### config.mk
export PLATFORM = sky130hd
export DESIGN_NAME = intr_pending_ctrl
export DESIGN_NICKNAME = d
export VERILOG_FILES = /design/src/rtl/intr_pkg.sv /design/src/rtl/intr_prio_enc.sv /design/src/rtl/intr_pending_ctrl.sv
export SDC_FILE = /design/constraint.sdc
export NUM_CORES = 1
export LEC_CHECK = 0
export BUFFER_PORTS_ARGS = -buffer_cell sky130_fd_sc_hd__buf_2
export CORE_AREA = 2 2 153 155
export CTS_CLUSTER_SIZE = 40
export DETAILED_ROUTE_END_ITERATION = 7
export DIE_AREA = 0 0 155 157
export GPL_ROUTABILITY_DRIVEN = 0
export GPL_TIMING_DRIVEN = 0
export PLACE_DENSITY = 0.76
export SETUP_SLACK_MARGIN = 0.15
export SYNTH_ARGS = -nofsm -noshare
export SYNTH_HDL_FRONTEND = slang
export SYNTH_SLANG_ARGS = --single-unit
### constraint.sdc
create_clock -name clk -period 5.4 [get_ports clk]
set_input_delay 0.54 -clock clk [delete_from_list [all_inputs] [get_ports clk]]
set_output_delay 0.54 -clock clk [all_outputs]
set_load 0.02 [all_outputs]
### src/rtl/intr_pkg.sv
// intr_pkg: shared sizes and FSM state encoding for the interrupt pending controller.
package intr_pkg;
   localparam int NUM_IRQ = 128;
   localparam int ID_W    = $clog2(NUM_IRQ);
   typedef enum logic {IRQ_IDLE = 1'b0, IRQ_REQ = 1'b1} irq_state_e;
endpackage

### src/rtl/intr_prio_enc.sv
// intr_prio_enc: lowest-index-first priority encoder with found flag.
module intr_prio_enc
   import intr_pkg::*;
(
   input  logic [NUM_IRQ-1:0] i_vec,
   output logic [ID_W-1:0]    o_id,
   output logic               o_found
);
   // Scan downward so the lowest set index is the last one written.
   always_comb begin
      o_id    = '0;
      o_found = 1'b0;
      for (int k = NUM_IRQ - 1; k >= 0; k--) begin
         if (i_vec[k]) begin
            o_id    = ID_W'(k);
            o_found = 1'b1;
         end
      end
   end
endmodule

### src/rtl/intr_pending_ctrl.sv
// intr_pending_ctrl: edge-detects enabled interrupt lines, latches them as pending and
// presents the lowest pending ID to the core through a valid/ack handshake.
module intr_pending_ctrl
   import intr_pkg::*;
(
   input  logic               clk,
   input  logic               resetn,
   input  logic [NUM_IRQ-1:0] intr_lines_i,
   input  logic [NUM_IRQ-1:0] intr_enable_i,
   output logic               irq_valid_o,
   output logic [ID_W-1:0]    irq_id_o,
   input  logic               irq_ack_i,
   output logic [NUM_IRQ-1:0] pending_o,
   output logic               pending_any_o
);
   logic [NUM_IRQ-1:0] r_prev;
   logic [NUM_IRQ-1:0] r_pending;
   logic [ID_W-1:0]    r_id;
   irq_state_e         r_state;
   irq_state_e         w_next;
   logic [NUM_IRQ-1:0] w_rise;
   logic [NUM_IRQ-1:0] w_clr;
   logic [ID_W-1:0]    w_enc_id;
   logic               w_found;
   logic               w_latch;

   intr_prio_enc u_enc (
      .i_vec   (r_pending),
      .o_id    (w_enc_id),
      .o_found (w_found)
   );

   assign w_rise = intr_lines_i & ~r_prev & intr_enable_i;

   always_comb begin
      w_next  = r_state;
      w_clr   = '0;
      w_latch = 1'b0;
      if (r_state == IRQ_IDLE) begin
         w_latch = w_found;
         w_next  = w_found ? IRQ_REQ : IRQ_IDLE;
      end else if (irq_ack_i) begin
         w_clr  = NUM_IRQ'(1) << r_id;
         w_next = IRQ_IDLE;
      end
   end

   // Rise is OR-ed after the clear so a re-edge in the ack cycle re-pends the line.
   always_ff @(posedge clk or negedge resetn) begin
      if (!resetn) begin
         r_prev    <= '0;
         r_pending <= '0;
         r_id      <= '0;
         r_state   <= IRQ_IDLE;
      end else begin
         r_prev    <= intr_lines_i;
         r_pending <= (r_pending & ~w_clr) | w_rise;
         r_state   <= w_next;
         if (w_latch) r_id <= w_enc_id;
      end
   end

   assign irq_valid_o   = (r_state == IRQ_REQ);
   assign irq_id_o      = r_id;
   assign pending_o     = r_pending;
   assign pending_any_o = |r_pending;
endmodule

==> flow_summary.ini <==
[status]
outcome = finished clean

[logic_synthesis]
synth-adder-area-share_pct = 0
synth.yosys.seq_area_share_pct = 63.15
synthMuxAreaShare_pct = 0
synth-seq-cells = 264
synth_cell_types = 54
synth_edf_count = 0
synth_top_family_by_area = compound AO/OA/AOI/OAI gates
yosysWarnings = 0
syn_nets = 1291
synthArstFlopShare_pct = 100.0
synthXorXnorAreaFrac_pct = 0
syn_avg_cell_area_um2 = 10.14
synthSimpleGateAreaFrac_pct = 16.88
synth_flop_cell = dfrtp_1
syn_area_um2 = 10460
synth_compound_area_share_pct = 18.65
netlist_instances = 1032

[cts]
clk_root_buffer_cell = clkbuf_16
cts_inserted_buffers = 27
clk_path_buf_depth = 3
cts_tree = yes
htree_levels = 1
cts_sinks = 264
clk_latency_ns = 0.53
path_clk_slew_ns = 0.06

[worst_setup_path]
cp-end-kind = output pin
criticalPathCategory = flop to output pin
cp_slowest_cell = nor4_1
worst_path_most_repeated_cell = nor4_1
path_buf_inv = 1
cp-start-kind = flop
crit_fanout = 6
crit_arrival_ns = 3.16
critPathMaxStageDelay_ns = 0.70
crit_family = simple AND/OR/NAND/NOR gates
cp_cell_sequence = nor4_1 -> nand2_1 -> nor4_1 -> nand4_1 -> buf_2
path_depth = 5
reg2regPathDepth = 8
cp.required_ns = 4.86

[die]
fp.coreArea_um2 = 22500
fp.dieW_um = 155
io_pins = 396
fp.dieArea_um2 = 24340
rows = 55
initial_core_util_pct = 46.49
die_h_um = 157

[route]
wire_per_inst_um = 21.30
viasPerCell = 5.706
route.detailed.drc = 0
wl_mm = 37.63
dr.pass1.iters = 5
drtIter0Drc = 727
drtAntennaViolNets = 0
vias = 10080

[hold_path]
hp-class = primary input to flop
holdPathStages = 1

[cells_and_area]
area_delta_synth_final_pct = 31.61
fillers = 1905
regArea_um2 = 6606
layout_common_cells = 395 x buf_2, 275 x o21ai_0, 264 x dfrtp_1
multi_input_area_um2 = 3716
nNetsFinal = 1718
drive_gt1_share_pct = 30.51
final_common_cell = buf_2

[placed_design]
post-place-ws_ns = 2.272
dp_hpwl_mm = 28.92
numPortBuffers = 395

[sta]
period_share_pct = 68.46
max_slew_margin_pct = 40.27
rsz0062_at_grt = false
finalClockSkew_ns = 0.01461
setup_viol = 0
clock.fmax_mhz = 270.5
hold_viol = 0
tightest_slew_ns = 0.8734
layout_min_cycle_time_ns = 3.697
worst_slack_ns = 1.703
drv_slew = 0

[global_route]
grt_max_degree = 120
grt_antenna_before_repair = 6
grt_pass1_wl_mm = 55.79
grt-ovfl-total = 0
grt_use_total_pct = 30.30
grt_pass1_vias = 9871

[job]
drv_cap = 0

[power_and_ir_drop]
comb_power_share_pct = 8.9
power_mw = 4.368
power.switching_mw = 1.065
switching_share_pct = 24.38
p_clk_share_pct = 42.6
cellPowerDensity_nw_per_um2 = 317.3
power_frac_seq_pct = 48.5
power_leakage_nw = 5.637
p_int_mw = 3.303
ir_drop_mv = 0.2459
## state kept, by name, indices dropped and copies added (netlist names)
register,cells
pending_o,128
r_prev,128
irq_id_o,7
irq_valid_o,1
## power by group through the flow
stage / registers, mW / clock network [mW] / logic [mW]
after floorplan: 2.17 / 0 / 0.0976
after global placement: 2.15 / 0 / 0.376
after detailed placement: 2.15 / 0 / 0.384
after CTS: 2.12 / 1.89 / 0.388
after global routing: 2.13 / 1.97 / 0.424
final: 2.12 / 1.86 / 0.387
## per-stage QoR
| step | TNS, ns | util (%) | hold slack, ns | cells | area (um2) |
|---|---|---|---|---|---|
| 4_1_cts | 0 | 61.14 | 0.1072 | 1763 | 13760 |
| 3_3_place_gp | -210.86 | 56.86 | 0.4126 | 1712 | 12790 |
| 2_1_floorplan | 0 | - | 0.2444 | 1032 | 10460 |
| 5_1_grt | 0 | 61.18 | 0.1088 | 1767 | 13770 |
| 6_report | 0 | 61.18 | 0.1272 | 1767 | 13770 |
| 3_5_place_dp | 0 | 57.15 | 0.4174 | 1714 | 12860 |
## layer usage
metal,part of all wire (%),track usage (%),up-vias
li1,-,-,4569
met1,41,40.25,4883
met2,47,49.57,538
met3,8.2,5.589,89
met4,4.0,12.30,4
met5,0.064,0,-
## final timing paths
| check | start | endpoint | slack [ns] |
|---|---|---|---|
| max in group asynchronous | resetn | r_prev[107]$_DFF_PN0_ | 4.05 |
| hold reg to reg | r_prev[54]$_DFF_PN0_ | pending_o[54]$_DFF_PN0_ | 0.41 |
| hold / removal | intr_lines_i[88] | r_prev[88]$_DFF_PN0_ | 0.13 |
| setup reg to reg | pending_o[47]$_DFF_PN0_ | irq_id_o[3]$_DFFE_PN0P_ | 2.43 |
| setup / recovery | pending_o[47]$_DFF_PN0_ | pending_any_o | 1.70 |
| min in group asynchronous | resetn | pending_o[16]$_DFF_PN0_ | 0.47 |
## cells by family after synthesis
kind of cell,count (synthesis)
AOI/OAI and AO/OA,358
buffers and inverters,32
DFF,264
and+or+nand+nor,378
## repair_timing
| action | CTS | global route |
|---|---|---|
| resized for setup | 0 | 0 |
| hold endpoints to repair | 29 | 0 |
| buffers inserted | 0 | 0 |
| hold buffers | 1 | 0 |
## synth_stat cells, types with 2 or more instances
cell type	n	area, um2
nor4_1	39	244.0
a31oi_1	4	25.02
o21bai_1	7	52.55
a21oi_1	27	135.1
o21a_1	4	30.03
nand2b_1	13	81.33
nand3_1	19	95.09
nor3_1	23	115.1
nand2_1	177	664.4
or3_1	5	31.28
or2_2	2	12.51
o21ai_0	275	1376
a21boi_0	2	15.01
a221oi_1	3	26.28
inv_1	19	71.32
o31ai_1	12	90.09
or4_1	4	30.03
nand4_1	10	62.56
nor2_1	60	225.2
nor2b_1	12	75.07
clkbuf_1	9	33.78
dfrtp_1	264	6606
a211oi_1	9	67.56
o31a_1	3	26.28
## area by class of cell
class / count / share of cell area [%]
clock inverters: 7 / 0.6543
clock buffers: 41 / 5.798
inverters: 20 / 0.5453
diodes: 4 / 0.07270
plain buffers: 12 / 0.4635
flip-flops and latches: 264 / 47.98
multi-input cells: 736 / 26.99
well taps: 285 / 2.590
repair buffers: 398 / 14.90
Note: power is estimated with default switching activity, not from simulation.
